===== src/rtl/sram_ctrl_pkg.sv =====
`default_nettype none
// ============================================================================
// Module      : sram_ctrl_pkg
// Description : Shared definitions for the single-port SRAM controller:
//               default geometry constants and the controller state encoding.
// Revision    : 1.0 - initial release
// ============================================================================
package sram_ctrl_pkg;

    localparam int c_data_width = 2;
    localparam int c_addr_width = 4;

    typedef enum logic [2:0] {
        INIT     = 3'd0,
        IDLE     = 3'd1,
        RD_ISSUE = 3'd2,
        RD_WAIT  = 3'd3,
        RESP     = 3'd4
    } ctrl_state_t;

endpackage : sram_ctrl_pkg
`default_nettype wire


===== src/rtl/sram_port_ctrl.sv =====
`default_nettype none
// ============================================================================
// Module      : sram_port_ctrl
// Description : Valid/ready request/response front-end for a single-port
//               SRAM. After reset it clears every word to zero, then accepts
//               one write per cycle or one outstanding read at a time. All
//               SRAM pins are registered.
// Ports       : clk0       - clock
//               rst0       - synchronous active-high reset
//               req_valid  - request offered
//               req_ready  - request accepted (IDLE and init complete)
//               req_we     - 1 = write, 0 = read
//               req_addr   - request address
//               req_wdata  - write data
//               rsp_valid  - read data valid
//               rsp_ready  - response consumed
//               rsp_rdata  - read data
//               init_done  - memory clear complete
//               csb0/web0/addr0/din0 - SRAM control, address, write data
//               dout0      - SRAM read data
// Revision    : 1.0 - initial release
// ============================================================================
module sram_port_ctrl
    import sram_ctrl_pkg::*;
#(
    parameter int DATA_WIDTH = c_data_width,
    parameter int ADDR_WIDTH = c_addr_width
) (
    input  logic                  clk0,
    input  logic                  rst0,
    input  logic                  req_valid,
    output logic                  req_ready,
    input  logic                  req_we,
    input  logic [ADDR_WIDTH-1:0] req_addr,
    input  logic [DATA_WIDTH-1:0] req_wdata,
    output logic                  rsp_valid,
    input  logic                  rsp_ready,
    output logic [DATA_WIDTH-1:0] rsp_rdata,
    output logic                  init_done,
    output logic                  csb0,
    output logic                  web0,
    output logic [ADDR_WIDTH-1:0] addr0,
    output logic [DATA_WIDTH-1:0] din0,
    input  logic [DATA_WIDTH-1:0] dout0
);

    localparam logic [ADDR_WIDTH-1:0] c_last_addr = '1;

    ctrl_state_t           r_state;
    logic [ADDR_WIDTH-1:0] r_init_cnt;

    always_ff @(posedge clk0) begin
        if (rst0) begin
            r_state    <= INIT;
            r_init_cnt <= '0;
            csb0       <= 1'b1;
            web0       <= 1'b1;
            addr0      <= '0;
            din0       <= '0;
            req_ready  <= 1'b0;
            rsp_valid  <= 1'b0;
            rsp_rdata  <= '0;
            init_done  <= 1'b0;
        end else begin
            case (r_state)
                INIT: begin
                    csb0       <= 1'b0;
                    web0       <= 1'b0;
                    addr0      <= r_init_cnt;
                    din0       <= '0;
                    r_init_cnt <= r_init_cnt + 1'b1;
                    if (r_init_cnt == c_last_addr) begin
                        // Last clear write is on the pins during the first
                        // IDLE cycle; a request accepted then lands after it.
                        r_state   <= IDLE;
                        init_done <= 1'b1;
                        req_ready <= 1'b1;
                    end
                end

                IDLE: begin
                    if (req_valid && req_ready) begin
                        csb0  <= 1'b0;
                        addr0 <= req_addr;
                        if (req_we) begin
                            web0 <= 1'b0;
                            din0 <= req_wdata;
                        end else begin
                            web0      <= 1'b1;
                            req_ready <= 1'b0;
                            r_state   <= RD_ISSUE;
                        end
                    end else begin
                        csb0 <= 1'b1;
                        web0 <= 1'b1;
                    end
                end

                RD_ISSUE: begin
                    // The macro samples the read on this edge; data is on
                    // dout0 before the next one.
                    csb0    <= 1'b1;
                    web0    <= 1'b1;
                    r_state <= RD_WAIT;
                end

                RD_WAIT: begin
                    rsp_rdata <= dout0;
                    rsp_valid <= 1'b1;
                    r_state   <= RESP;
                end

                RESP: begin
                    if (rsp_ready) begin
                        rsp_valid <= 1'b0;
                        req_ready <= 1'b1;
                        r_state   <= IDLE;
                    end
                end

                default: begin
                    r_state <= INIT;
                end
            endcase
        end
    end

endmodule : sram_port_ctrl
`default_nettype wire


===== config.mk =====
export PLATFORM = sky130hd
export DESIGN_NAME = sram_port_ctrl
export DESIGN_NICKNAME = d
export VERILOG_FILES = /design/src/rtl/sram_ctrl_pkg.sv /design/src/rtl/sram_port_ctrl.sv
export SDC_FILE = /design/constraint.sdc
export NUM_CORES = 1
export LEC_CHECK = 0
export BUFFER_PORTS_ARGS = -buffer_cell sky130_fd_sc_hd__clkbuf_2
export CORE_MARGIN = 2
export CORE_UTILIZATION = 35
export DETAILED_ROUTE_END_ITERATION = 12
export GPL_ROUTABILITY_DRIVEN = 0
export PLACE_DENSITY = 0.55
export RECOVER_POWER = 25
export SYNTH_ARGS = -nofsm -noshare
export SYNTH_HDL_FRONTEND = slang
export SYNTH_SLANG_ARGS = --single-unit

===== constraint.sdc =====
create_clock -name clk0 -period 1.68 [get_ports clk0]
set_input_delay 0.336 -clock clk0 [delete_from_list [all_inputs] [get_ports clk0]]
set_output_delay 0.336 -clock clk0 [all_outputs]
set_load 0.01 [all_outputs]

# After elaboration in Yosys (flattened, before gate mapping)
# Cells that the tools add are included.
# totals
reg_bits	20
input_bits	13
elab_cells	55
# op_classes
addsub	1
n_eq_ne	10
mux	22
n_reduce_logical	12
# ops
cell	n
$pmux W3 S5	1
$mux W3	4
$ne A2 B2 Y1 const B	5
$pmux W1 S3	3
$mux W1	8
$pmux W4 S2	1
$eq A3 B2 Y1 const B	2
$reduce_and A2 Y1	3
$reduce_bool A3 Y1	2
$reduce_and A5 Y1	1
$add A4 B1 Y4 const B	1
$eq A4 B4 Y1 const B	1
$mux W2	2
$mux W4	1
$pmux W2 S2	1
$reduce_and A4 Y1	1
$reduce_bool A2 Y1	2
$eq A3 B1 Y1 const B	1
$eq A3 B3 Y1 const B	1
$logic_not A3 Y1	1
$reduce_and A3 Y1	1
$pmux W1 S2	1
$logic_and A1 B1 Y1	1

# Depth between registers and ports, before layout
# depth
ltp_word	3
ltp_mapped	5
mapped_depth_nobuf	5

# Worst setup path after synthesis
# Ideal clock, no wire load.
# synth_path
kind	flip-flop to flip-flop
from	register req_ready
to	register addr0[0]
setup_time_ns	0.086
arrival_ns	1.156
required_time_ns	1.594
setup_slack_ns	0.439
path_stages_with_launch	5
n_path_buf	0
period_less_slack_ns	1.241
path_cell_list	dfxtp_1 -> nand2_1 -> a211oi_4 -> nor2_1 -> a211oi_1
# synth_via
elab_chain_cells	3
# synth_lines
element	line	source
from (decl)	sram_port_ctrl.sv:32	output logic req_ready,
from (signal assigned)	sram_port_ctrl.sv:60	req_ready <= 1'b0;
from (signal assigned)	sram_port_ctrl.sv:77	req_ready <= 1'b1;
from (signal assigned)	sram_port_ctrl.sv:90	req_ready <= 1'b0;
$logic_and A1 B1 Y1	sram_port_ctrl.sv:82	if (req_valid && req_ready) begin
$ne A2 B2 Y1 (no source line)	-	
$reduce_and A2 Y1 (no source line)	-	
to (signal assigned)	sram_port_ctrl.sv:69	addr0 <= r_init_cnt;
to (signal assigned)	sram_port_ctrl.sv:84	addr0 <= req_addr;
to (decl)	sram_port_ctrl.sv:42	output logic [ADDR_WIDTH-1:0] addr0,
# Every way passes these cells.
# A chain may end at the register's enable or synchronous reset.

# Worst setup path in the final report
# layout_path
from	register r_state[1]
to	register addr0[0]
# layout_via
elab_chain_cells	3
# layout_lines
element	line	source
from (decl)	sram_port_ctrl.sv:49	ctrl_state_t r_state;
from (signal assigned)	sram_port_ctrl.sv:54	r_state <= INIT;
from (signal assigned)	sram_port_ctrl.sv:75	r_state <= IDLE;
from (signal assigned)	sram_port_ctrl.sv:91	r_state <= RD_ISSUE;
$eq A3 B1 Y1 or $logic_not A3 Y1 (tied branches)	sram_port_ctrl.sv:65	case (r_state)
$ne A2 B2 Y1 (no source line) or $reduce_bool A2 Y1 (tied branches)	-	
$reduce_and A2 Y1 (no source line)	-	
# Parallel ways exist; a longest one is shown, timed or not.

==> results.json <==
{
  "status": "complete, no violations",
  "drtAntennaViolNets": 0,
  "cts_tree": "done",
  "cpPeakStageDelay_ps": 570,
  "drive_above_1_share_pct": 22.0,
  "worst_ep_arrival_time_ps": 1600,
  "die_h_um": 54.6,
  "fin_crit_ps": 1380,
  "worstPathRequired_ps": 1900,
  "hold_class": "input port to flip-flop",
  "finalSetupTns_ps": 0,
  "switchingPower_mw": 0.186,
  "p_sw_share_pct": 22.4,
  "firstDrtPassIters": 4,
  "avgSynthCellArea_um2": 8.96,
  "grt_util_all_layers_pct": 14.1,
  "core_um2": 2450,
  "ctsHoldBuffers": 0,
  "vdd_drop_max_mv": 0.429,
  "antenna_found_initial": 0,
  "p_leak_nw": 0.438,
  "p_clk_share_pct": 33.5,
  "cp_num_cells": 3,
  "yosys.area.top_type": "dfxtp_1",
  "holdWs_ps": 268,
  "end_kind": "flip-flop",
  "rsz0062_at_grt": "no",
  "syn_inst": 100,
  "start_util_pct": 36.5,
  "io_buffers": 25,
  "grt_pass1_wl_um": 3040,
  "area_growth_pct": 20.7,
  "path_delay_family": "flip-flops",
  "yosysSeqAreaShare_pct": 44.7,
  "fmax_mhz": 725,
  "dr_wl_met2_um": 839,
  "ys.flop_type": "dfxtp_1",
  "root_buffer": "clkbuf_4",
  "viasPerCell": 5.04,
  "async_flop_share_pct": 0,
  "holdCritStartpoint": "req_wdata[1]",
  "yosysWarnings": 0,
  "syn_area_um2": 896,
  "postCtsSetupBuffers": 0,
  "top_layer": "met4",
  "clock_sinks": 20,
  "worst-path-buf-inv": 0,
  "synth_top_area_share_pct": 44.7,
  "r2r_slack_ps": 300,
  "synth-seq-cells": 20,
  "route.met3.wl_um": 79,
  "cts-htree-levels": 1,
  "clkTransAtPathRegs_ps": 110,
  "wire_per_inst_um": 11.7,
  "vias": 792,
  "period_share_pct": 82.1,
  "drt_wl_total_um": 1830,
  "hold_path_end": "din0[1]$_SDFFE_PP0P_",
  "fin_nets": 142,
  "hold_path_depth": 3,
  "dieWidth_um": 54.6,
  "internal_power_mw": 0.646,
  "cts_buffers": 3,
  "crit_path_start_kind": "flip-flop",
  "grt_pass1_vias": 713,
  "first_iter_violations": 13,
  "num_rows": 18,
  "cap_violations": 0,
  "crit_fanout": 8,
  "ys_top_cells_by_area": "dfxtp_1, a21oi_1, mux2i_1",
  "overflow": 0,
  "ys_types": 30,
  "worstReg2RegEnd": "addr0[0]$_SDFFE_PP0P_",
  "worst_clock_skew_ps": 0.652,
  "dp_hpwl_um": 1370,
  "pwr-share-seq_pct": 59.9,
  "grt_max_degree": 21,
  "routedLengthMet1_um": 895,
  "combPwrFrac_pct": 6.6,
  "cts_buffer_depth": 2,
  "setup_violations": 0,
  "drc_errors": 0,
  "n_antenna_cell": 0,
  "ctsResizeCount": 0,
  "relSlewSlack_pct": 72.5,
  "slew_violations": 0,
  "cp_slowest_cell": "dfxtp_1",
  "crit_chain": "and2b_1 -> mux2i_1 -> a211oi_1",
  "die_area_um2": 2980,
  "synth_edf_count": 0,
  "worst_pin_slew_ps": 410,
  "reg2reg_from": "r_state[1]$_SDFFE_PP0P_",
  "critPathKind": "flip-flop to flip-flop",
  "num_io_pins": 26,
  "reg2reg_depth": 3,
  "cellPowerDensity_nw_per_um2": 770,
  "syn_nets": 114,
  "clock_latency_ps": 300,
  "totalPowerFinal_mw": 0.832,
  "hold_viol": 0
}
-- tightest hold or removal path: stages --
cell and delay, ps:
clkbuf_2 80, nand3_1 60, a21oi_1 60
-- flip-flops by register name (all words and copies together) (netlist names) --
| name | flops |
|---|---|
| csb0 | 1 |
| web0 | 1 |
| req_ready | 1 |
| din0 | 2 |
| rsp_rdata | 2 |
| rsp_valid | 1 |
| r_state | 3 |
| init_done | 1 |
| r_init_cnt | 4 |
| addr0 | 4 |
-- routing by layer --
metal  up-vias  track usage [%]
met5         -                0
met4         0             6.25
met3         2             2.46
met2        15             24.0
met1       369             17.0
li1        406                -
-- kinds of logic (layout without fill, tap and decap cells) --
family / after synthesis / after routing / synth area share [%]
simple gates: 39 / 39 / 21.5
flops: 20 / 20 / 44.7
fa+ha+maj: 1 / 1 / 1.40
mux: 5 / 5 / 5.59
buf+inv: 7 / 34 / 4.19
compound gates: 25 / 25 / 19.7
xor+xnor: 3 / 3 / 2.93
-- power groups by stage --
stage / Clock [mW] / Sequential (mW) / Combinational, mW
after CTS: 0.293 / 0.498 / 0.0574
after floorplan: 0 / 0.511 / 0.0269
final: 0.279 / 0.498 / 0.0552
after global routing: 0.309 / 0.501 / 0.0620
after detailed placement: 0 / 0.509 / 0.0570
after global placement: 0 / 0.509 / 0.0560
-- per-stage QoR --
step | utilization [%] | cell area [um^2] | worst slack, ps | cells
2_1_floorplan | - | 896 | 439 | 100
3_3_place_gp | 43.0 | 1050 | 301 | 153
3_5_place_dp | 43.0 | 1050 | 283 | 153
4_1_cts | 44.4 | 1090 | 288 | 157
5_1_grt | 44.0 | 1080 | 106 | 157
6_report | 44.0 | 1080 | 301 | 157
-- how the worst max path moves through the flow --
stage	slack [ps]	start	end
floorplan	440	req_ready$_SDFFE_PP0P_	addr0[0]$_SDFFE_PP0P_
global placement	300	req_valid	addr0[2]$_SDFFE_PP0P_
detailed placement	280	req_valid	addr0[1]$_SDFFE_PP0P_
CTS	290	r_state[1]$_SDFFE_PP0P_	addr0[3]$_SDFFE_PP0P_
global route	110	req_ready$_SDFFE_PP0P_	addr0[3]$_SDFFE_PP0P_
finish	300	r_state[1]$_SDFFE_PP0P_	addr0[0]$_SDFFE_PP0P_
-- layout by cell type (no fill, tap or decap), drive strengths merged --
cell and instances:
o21bai 2, nand2 9, ha 1, nor2b 1
dfxtp 20, mux2i 5, a21oi 10, a211o 1
xor2 2, nor3 3, inv 1, and2b 2
o21ai 1, nand3 6, a41oi 2, clkbuf 29
or3 1, xnor2 1, buf 4, or2 1
nor2 13, a311oi 1, nand2b 2, a31oi 1
nand4 1, a211oi 7
-- cell type report --
class / instances / area [um^2]
timing repair buffer: 29 / 145
clock buffer: 4 / 36.3
inverter: 1 / 3.75
sequential: 20 / 400
multi-input combinational: 73 / 458
tap: 30 / 37.5
fill: 253 / 1370
-- synth_stat cells (all sizes together), types with 3 or more instances --
library cell / number
a211oi: 7
a21oi: 10
nand3: 6
nor2: 13
dfxtp: 20
nand2: 9
nor3: 3
mux2i: 5
buf: 4
Note: power is estimated with default switching activity, not from simulation.
